==> src/rtl/t5_pkg.sv <==
// Shared LSU constants: opcodes, funct3 codes, FSM states, lane helpers.
// Misaligned-trap option is selected in t5_lsu by T5_LSU_MISALIGN_EN.
package t5_pkg;

  localparam logic [4:0] OPC_LOAD  = 5'h00;
  localparam logic [4:0] OPC_STORE = 5'h08;

  localparam logic [2:0] F3_B  = 3'd0;
  localparam logic [2:0] F3_H  = 3'd1;
  localparam logic [2:0] F3_W  = 3'd2;
  localparam logic [2:0] F3_BU = 3'd4;
  localparam logic [2:0] F3_HU = 3'd5;

  typedef enum logic {
    LSU_IDLE = 1'b0,
    LSU_BUSY = 1'b1
  } lsu_state_e;

  function automatic logic [3:0] lsu_sel(
    input logic [2:0] fn3,
    input logic [1:0] a
  );
    logic [3:0] s;
    s = 4'b0000;
    case (fn3)
      F3_B, F3_BU: s = 4'b0001 << a;
      F3_H, F3_HU: s = a[1] ? 4'b1100 : 4'b0011;
      F3_W:        s = 4'b1111;
      default:     s = 4'b0000;
    endcase
    return s;
  endfunction

  function automatic logic lsu_misalign(
    input logic [2:0] fn3,
    input logic [1:0] a
  );
    logic m;
    m = 1'b0;
    case (fn3)
      F3_H, F3_HU: m = a[0];
      F3_W:        m = |a;
      default:     m = 1'b0;
    endcase
    return m;
  endfunction

endpackage

==> src/rtl/t5_lsu_align.sv <==
// Load-lane extraction: picks byte/half/word from the bus word
// and sign- or zero-extends it to 32 bits.
module t5_lsu_align
  import t5_pkg::*;
(
  input  logic [31:0] dat,
  input  logic [1:0]  adr,
  input  logic [2:0]  fn3,
  output logic [31:0] res
);

  logic [7:0]  b;
  logic [15:0] h;

  always_comb begin
    b   = dat[{adr, 3'b000} +: 8];
    h   = adr[1] ? dat[31:16] : dat[15:0];
    res = '0;
    unique case (1'b1)
      fn3 == F3_B:  res = {{24{b[7]}}, b};
      fn3 == F3_BU: res = {24'd0, b};
      fn3 == F3_H:  res = {{16{h[15]}}, h};
      fn3 == F3_HU: res = {16'd0, h};
      fn3 == F3_W:  res = dat;
      default:      res = '0;
    endcase
  end

endmodule

==> src/rtl/t5_lsu.sv <==
// Load/store unit: Wishbone-classic master with aligned load return.
// Define T5_LSU_MISALIGN_EN to trap misaligned half/word accesses.
module t5_lsu
  import t5_pkg::*;
#(
  parameter int XLEN = 32
) (
  input  logic            sclk,
  input  logic            srst_n,
  input  logic            sena,
  input  logic [4:0]      xopc,
  input  logic [2:0]      xfn3,
  input  logic [XLEN-1:0] xbpc,
  input  logic [XLEN-1:0] xdat,
  output logic [XLEN-1:0] dwb_adr_o,
  output logic [XLEN-1:0] dwb_dat_o,
  output logic [3:0]      dwb_sel_o,
  output logic            dwb_we_o,
  output logic            dwb_stb_o,
  output logic            dwb_cyc_o,
  input  logic [XLEN-1:0] dwb_dat_i,
  input  logic            dwb_ack_i,
  output logic [XLEN-1:0] mdat,
  output logic            mstl,
  output logic            mexc
);

  lsu_state_e  state_q, state_d;
  logic        ld, st, busy, ack;
  logic        accept, mis, go;
  logic [2:0]  fn3_q;
  logic [1:0]  lane_q;
  logic [31:0] aligned;

  assign ld     = xopc == OPC_LOAD;
  assign st     = xopc == OPC_STORE;
  assign busy   = state_q == LSU_BUSY;
  assign ack    = busy & dwb_ack_i;
  assign accept = sena & (ld | st) & (~busy | dwb_ack_i);

`ifdef T5_LSU_MISALIGN_EN
  assign mis = lsu_misalign(xfn3, xbpc[1:0]);
`else
  assign mis = 1'b0;
`endif

  assign go = accept & ~mis;

  always_ff @(posedge sclk or negedge srst_n) begin
    if (!srst_n) state_q <= LSU_IDLE;
    else         state_q <= state_d;
  end

  always_comb begin
    state_d = state_q;
    case (state_q)
      LSU_IDLE: if (go) state_d = LSU_BUSY;
      LSU_BUSY: if (dwb_ack_i && !go) state_d = LSU_IDLE;
      default:  state_d = LSU_IDLE;
    endcase
  end

  // Request registers load on accept, even on the ack edge of the previous access.
  always_ff @(posedge sclk or negedge srst_n) begin
    if (!srst_n) begin
      dwb_adr_o <= '0;
      dwb_dat_o <= '0;
      dwb_sel_o <= '0;
      dwb_we_o  <= 1'b0;
      dwb_stb_o <= 1'b0;
      fn3_q     <= '0;
      lane_q    <= '0;
    end else if (go) begin
      dwb_adr_o <= {xbpc[XLEN-1:2], 2'b00};
      dwb_dat_o <= xdat;
      dwb_sel_o <= lsu_sel(xfn3, xbpc[1:0]);
      dwb_we_o  <= st;
      dwb_stb_o <= 1'b1;
      fn3_q     <= xfn3;
      lane_q    <= xbpc[1:0];
    end else if (ack) begin
      dwb_stb_o <= 1'b0;
    end
  end

  t5_lsu_align u_align (
    .dat (dwb_dat_i),
    .adr (lane_q),
    .fn3 (fn3_q),
    .res (aligned)
  );

  always_ff @(posedge sclk or negedge srst_n) begin
    if (!srst_n)             mdat <= '0;
    else if (ack && !dwb_we_o) mdat <= aligned;
  end

`ifdef T5_LSU_MISALIGN_EN
  always_ff @(posedge sclk or negedge srst_n) begin
    if (!srst_n) mexc <= 1'b0;
    else         mexc <= accept & mis;
  end
`else
  assign mexc = 1'b0;
`endif

  assign dwb_cyc_o = dwb_stb_o;
  assign mstl      = busy & ~dwb_ack_i;

endmodule

==> config.mk <==
export PLATFORM = sky130hd
export DESIGN_NAME = t5_lsu
export DESIGN_NICKNAME = d
export VERILOG_FILES = /design/src/rtl/t5_pkg.sv /design/src/rtl/t5_lsu_align.sv /design/src/rtl/t5_lsu.sv
export SDC_FILE = /design/constraint.sdc
export NUM_CORES = 1
export LEC_CHECK = 0
export ABC_CLOCK_PERIOD_IN_PS = 1510
export CORE_ASPECT_RATIO = 0.75
export CORE_MARGIN = 2
export CORE_UTILIZATION = 38
export DETAILED_ROUTE_END_ITERATION = 8
export PLACE_DENSITY = 0.76
export SLEW_MARGIN = 40
export SYNTH_ARGS = -nofsm -noshare
export SYNTH_HDL_FRONTEND = slang
export SYNTH_SLANG_ARGS = --single-unit
export TNS_END_PERCENT = 10
==> constraint.sdc <==
create_clock -name sclk -period 1.51 [get_ports sclk]
set_clock_uncertainty 0.05 [all_clocks]
set_input_delay 0.151 -clock sclk [delete_from_list [all_inputs] [get_ports sclk]]
set_output_delay 0.151 -clock sclk [all_outputs]
set_load 0.05 [all_outputs]
[Yosys cells after proc, flatten, opt, wreduce, memory -nomap -nowiden]
Index checks and enable logic that the tools add are counted.
Storage, ports and cells
  register bits: 106
  input bits: 108
  output and inout bits: 105
  word-level logic and storage cells: 47
Operators by class
  equality and inequality tests: 9
  shifts and indexed selects: 2
  multiplexer cells: 9
  bitwise gates (word level): 8
  reductions and logical operators: 10
Operator list (number)
  32-bit one-hot mux with 5 select lines: 1
  32-bit by 6-bit variable part select with 8-bit output: 1
  16-bit 2-to-1 mux: 1
  3-bit equality test (second input constant): 4
  4-bit one-hot mux with 3 select lines: 1
  3-bit by 1-bit equality test with 1-bit output (second input constant): 2
  3-bit by 2-bit equality test with 1-bit output (second input constant): 2
  3-bit logical NOT: 2
  5-bit by 4-bit equality test with 1-bit output (second input constant): 1
  5-bit logical NOT: 1
  1-bit bitwise AND: 4
  1-bit 2-to-1 mux: 4
  4-bit 2-to-1 mux: 1
  2-bit OR reduction: 2
  1-bit by 2-bit << shifter with 4-bit output (first input constant): 1
  1-bit logical AND: 2
  1-bit logical NOT: 2
  1-bit NOT: 2
  1-bit bitwise OR: 2
  1-bit one-hot mux with 2 select lines: 1
  2-bit nonzero test: 1

[Longest topological paths before layout]
  word-level depth: 8
  gate-level depth with buffers: 6
  depth with buffers taken out: 4

[Modules after synthesis]
Synthesis repeated with hierarchy kept, for this count alone.
Unflattened totals
  cell total of the unflattened synthesis: 354
  area total of the unflattened synthesis: 5165.0 µm²
Modules (own cells, without submodules)
  t5_lsu: times used 1, cells each 245, area an instance 4352.9 µm², sequential area each 2652.5 µm²
  t5_lsu_align: times used 1, cells each 109, area an instance 812.0 µm², sequential area each 0.0 µm²

[Worst setup path after synthesis]
No wires, ideal clock.
  path type: reg-to-reg
  from: register state_q, in the netlist busy
  to: register dwb_adr_o[10]
  setup time: 125 ps
  arrival: 1952 ps
  data required time: 1335 ps
  slack: -617 ps
  cell stages (with the launch flop): 6
  path buffers: 1
  clock period less this slack: 2127 ps
  cell sequence: dfrtp_1 > inv_1 > nor2_1 > nor2_8 > buf_12 > mux2_4
Between the ends
  cells in the longest elaborated chain, start to end: 3
RTL lines
  from (decl): RTL line t5_lsu.sv:28  | lsu_state_e state_q, state_d;
  from (signal assigned): RTL line t5_lsu.sv:51  | else state_q <= state_d;
  1-bit NOT: RTL line t5_lsu.sv:39  | assign accept = sena & (ld | st) & (~busy | dwb_ack_i);
  1-bit bitwise OR: RTL line t5_lsu.sv:39
  1-bit bitwise AND: RTL line t5_lsu.sv:39
  to (signal assigned): RTL line t5_lsu.sv:74  | dwb_adr_o <= {xbpc[XLEN-1:2], 2'b00};
  to (decl): RTL line t5_lsu.sv:15  | output logic [XLEN-1:0] dwb_adr_o,
No other way between the ends.
A chain may end at the register's enable or synchronous reset.

[Worst setup path after layout]
  from: register lane_q[0]
  to: register mdat[17]
Between the ends
  cells in the longest elaborated chain, start to end: 2
RTL lines
  from (decl): RTL line t5_lsu.sv:32  | logic [1:0] lane_q;
  from (signal assigned): RTL line t5_lsu.sv:80  | lane_q <= xbpc[1:0];
  32-bit by 6-bit variable part select with 8-bit output: RTL line t5_lsu_align.sv:16  | b = dat[{adr, 3'b000} +: 8];
  32-bit one-hot mux with 5 select lines: RTL line t5_lsu_align.sv:19  | unique case (1'b1)
  to (signal assigned): RTL line t5_lsu.sv:95  | else if (ack && !dwb_we_o) mdat <= aligned;
  to (decl): RTL line t5_lsu.sv:23  | output logic [XLEN-1:0] mdat,
No other way between the ends.

==> flow_summary.yaml <==
run_status:
  status: "finished with violations"
  violations: "negative setup slack"
route:
  top_layer: "met4"
  wl_met1_um: 6250
  wl_per_cell_um: 18.0
  firstDrtPassIters: 4
  drc: 0
  routed_via_density: 4.91
  vias: 3947
  ant_nets: 0
  routed_wl_um: 14500
  dr_wl_met2_um: 7060
  drt_iter0_markers: 139
  route.met3.wl_um: 964
floorplanning:
  core.rowCount: 36
  die_w_um: 136
  core-area_um2: 12900
  die_h_um: 103
  start_util_pct: 38.6
  dieArea_um2: 14000
  num_io_pins: 213
synth:
  synth_top_family_by_area: "multiplexers"
  synth_xor_area_share_pct: 0
  ys_ff_latch: 106
  synth_fa_ha_area_share_pct: 0
  synth_compound_area_share_pct: 10.8
  synth_edf_count: 0
  ys_warn_count: 0
  synth.distinct_cells: 44
  syn-cell-area_um2: 4970
  synthCells: 363
  yosysSeqAreaShare_pct: 53.3
  synth_top_area_share_pct: 53.3
  ys.flop_type: "dfrtp_1"
  synth-async-reset-ratio_pct: 100
  synth_mux_area_share_pct: 23.9
  yosysTopAreaCell: "dfrtp_1"
  yosys.area_share.simple_pct: 6.64
  yosys-top-cells-area: "dfrtp_1, mux2_4, buf_12"
  syn_area_per_cell_um2: 13.7
placed_design:
  port_buffers: 209
  dp_hpwl_um: 10200
  place_congestion: 0.867
  pre_cts_slack_ns: -0.499
power:
  peakVddDrop_v: 0.00125
  power_per_cell_area_nw_per_um2: 1770
  finalPower_mw: 14.4
  leakagePower_nw: 3.69
global_routing:
  grt_usage_pct: 20.4
  grt.overflow.total: 0
  grt_max_degree: 71
  grt_pass1_vias: 4089
  antenna_found_initial: 0
  grt_pass1_wl_um: 21900
setup_path:
  path_cells: "mux2_4 > o22a_1 > a21oi_4 > buf_12 > a21oi_1"
  crit_path_end_kind: "flip-flop"
  worstSetupStartpointType: "flip-flop"
  crit_buf_inv: 1
  cp_slowest_cell: "dfrtp_2"
  cp_top_family: "compound AO/OA/AOI/OAI gates"
  crit_arrival_ns: 1.77
  critPathKind: "reg2reg"
  max_stage_delay_ns: 0.45
  crit_required_ns: 1.69
  cp_max_fo: 16
job:
  cap_violations: 0
cts:
  htree_levels: 3
  numCtsBuffers: 9
  clockBufferDepth: 2
  cts_tree: "done"
  clk_latency_ns: 0.34
  clock_sinks: 106
  clock-root-buffer: "clkbuf_16"
  path_clk_slew_ns: 0.07
layout:
  area_delta_synth_final_pct: 64.2
  nNetsFinal: 736
  drive_above_1_share_pct: 47.7
  antenna_cells: 0
timing:
  rsz0062_at_grt: "yes"
  max_freq_mhz: 629
  setup_viol: 55
  fin_crit_sh_pct: 105
  fin_hold_ws_ns: 0.281
  finalHoldViolCount: 0
  layout_min_cycle_time_ns: 1.59
  slew_violations: 0
  fin_ws_ns: -0.0798
min_path:
  worstHoldPathType: "in2async"
## cells in the mapped netlist (all sizes together), types with 2 or more instances
cell / count
nor2: 10
buf: 18
clkbuf: 6
a2bb2oi: 2
inv: 3
o21bai: 2
o31ai: 3
a22oi: 11
o211ai: 7
or3b: 2
nor2b: 3
a21oi: 20
dfrtp: 106
mux2: 75
nand2: 33
nor3: 3
mux2i: 6
o21ai: 27
or2: 2
a221oi: 4
nand2b: 4
nor3b: 2
a32oi: 2
## worst min-delay path, cell delays in order
cell and delay, ns:
dlygate4sd3_1 0.53, buf_4 0.14, buf_12 0.22
## power breakdown
group	switching, mW	internal, mW
Combinational	4.50	3.14
Sequential	0.672	3.72
Clock	1.09	1.31
## cell families (layout without fill, tap and decap cells)
| group | count (synthesis) | count (layout) |
|---|---|---|
| DFF | 106 | 106 |
| AOI/OAI and AO/OA | 83 | 83 |
| muxes | 82 | 82 |
| and+or+nand+nor | 64 | 64 |
| buffers and inverters | 27 | 295 |
| other | 1 | 3 |
## flip-flops by register name, indices dropped and copies added, names as in the netlist
| signal | count |
|---|---|
| lane_q | 2 |
| dwb_we_o | 1 |
| dwb_dat_o | 32 |
| dwb_cyc_o | 1 |
| fn3_q | 3 |
| dwb_adr_o | 30 |
| dwb_sel_o | 4 |
| busy | 1 |
| mdat | 32 |
## through the flow
stage | area, um2 | utilization (%) | setup TNS, ns | instances
floorplan | 4990 | - | -1.49 | 365
global placement | 7380 | 57.3 | -40.40 | 768
detailed placement | 7380 | 57.3 | -41.76 | 768
CTS | 8100 | 62.8 | -2.27 | 799
global route | 8160 | 63.4 | -5.44 | 804
finish | 8160 | 63.4 | -2.09 | 804
## layout by cell type (no fill, tap or decap), types with 2 or more instances in the layout
cell type and n:
nor2b_1 2, dfrtp_1 101, a21oi_1 18, o21ai_0 19, nand2b_1 4, dlygate4sd2_1 3
mux2_4 74, buf_16 5, o21ai_1 7, a32oi_1 2, mux2i_1 6, buf_4 136
buf_12 22, o21bai_4 2, clkinvlp_4 2, o211ai_1 7, clkdlybuf4s50_1 102, a22oi_1 5
dfrtp_2 5, clkbuf_16 9, nor2_1 4, buf_6 6, inv_1 2, a2bb2oi_1 2
a221oi_2 4, conb_1 3, nand2_2 3, nor2_2 4, o31ai_1 2, nor3b_4 2
nand2_1 30, a22oi_2 6
## layer usage
| metal | up-vias | GRT usage [%] |
|---|---|---|
| li1 | 1834 | - |
| met1 | 1958 | 27.5 |
| met2 | 136 | 32.5 |
| met3 | 19 | 5.16 |
| met4 | 0 | 6.41 |
| met5 | - | 0 |
## final cells by class
type | count | area, um2
multi-input cells | 232 | 2240
clock buffers | 10 | 229
repair buffers | 276 | 2740
inverters | 3 | 11.3
well taps | 171 | 214
clock inverters | 6 | 73.8
flip-flops and latches | 106 | 2660
fillers | 980 | 4720
## final timing paths
check / startpoint / end / slack (ns) / depth (start not counted)
worst max register to register: lane_q[0]$_DFFE_PN0P_ / mdat[17]$_DFFE_PN0P_ / -0.08 / 5
worst min register to register: mdat[4]$_DFFE_PN0P_ / mdat[4]$_DFFE_PN0P_ / 0.46 / 2
min in group sclk: xdat[2] / dwb_dat_o[2]$_DFFE_PN0P_ / 0.36 / 2
worst max-delay path: lane_q[0]$_DFFE_PN0P_ / mdat[17]$_DFFE_PN0P_ / -0.08 / 5
max in group asynchronous: srst_n / mdat[23]$_DFFE_PN0P_ / 0.75 / 3
worst min-delay path: srst_n / dwb_dat_o[29]$_DFFE_PN0P_ / 0.28 / 3
## timing repair
item                                   CTS  global route
buffers inserted                        10             5
gates cloned                             4             0
resized for setup                       54             9
pin swaps                                9             4
endpoints found under the hold margin  106             0
setup endpoints to repair              104            92
hold buffers                             1             0
Power figures use the tool's default switching activity.
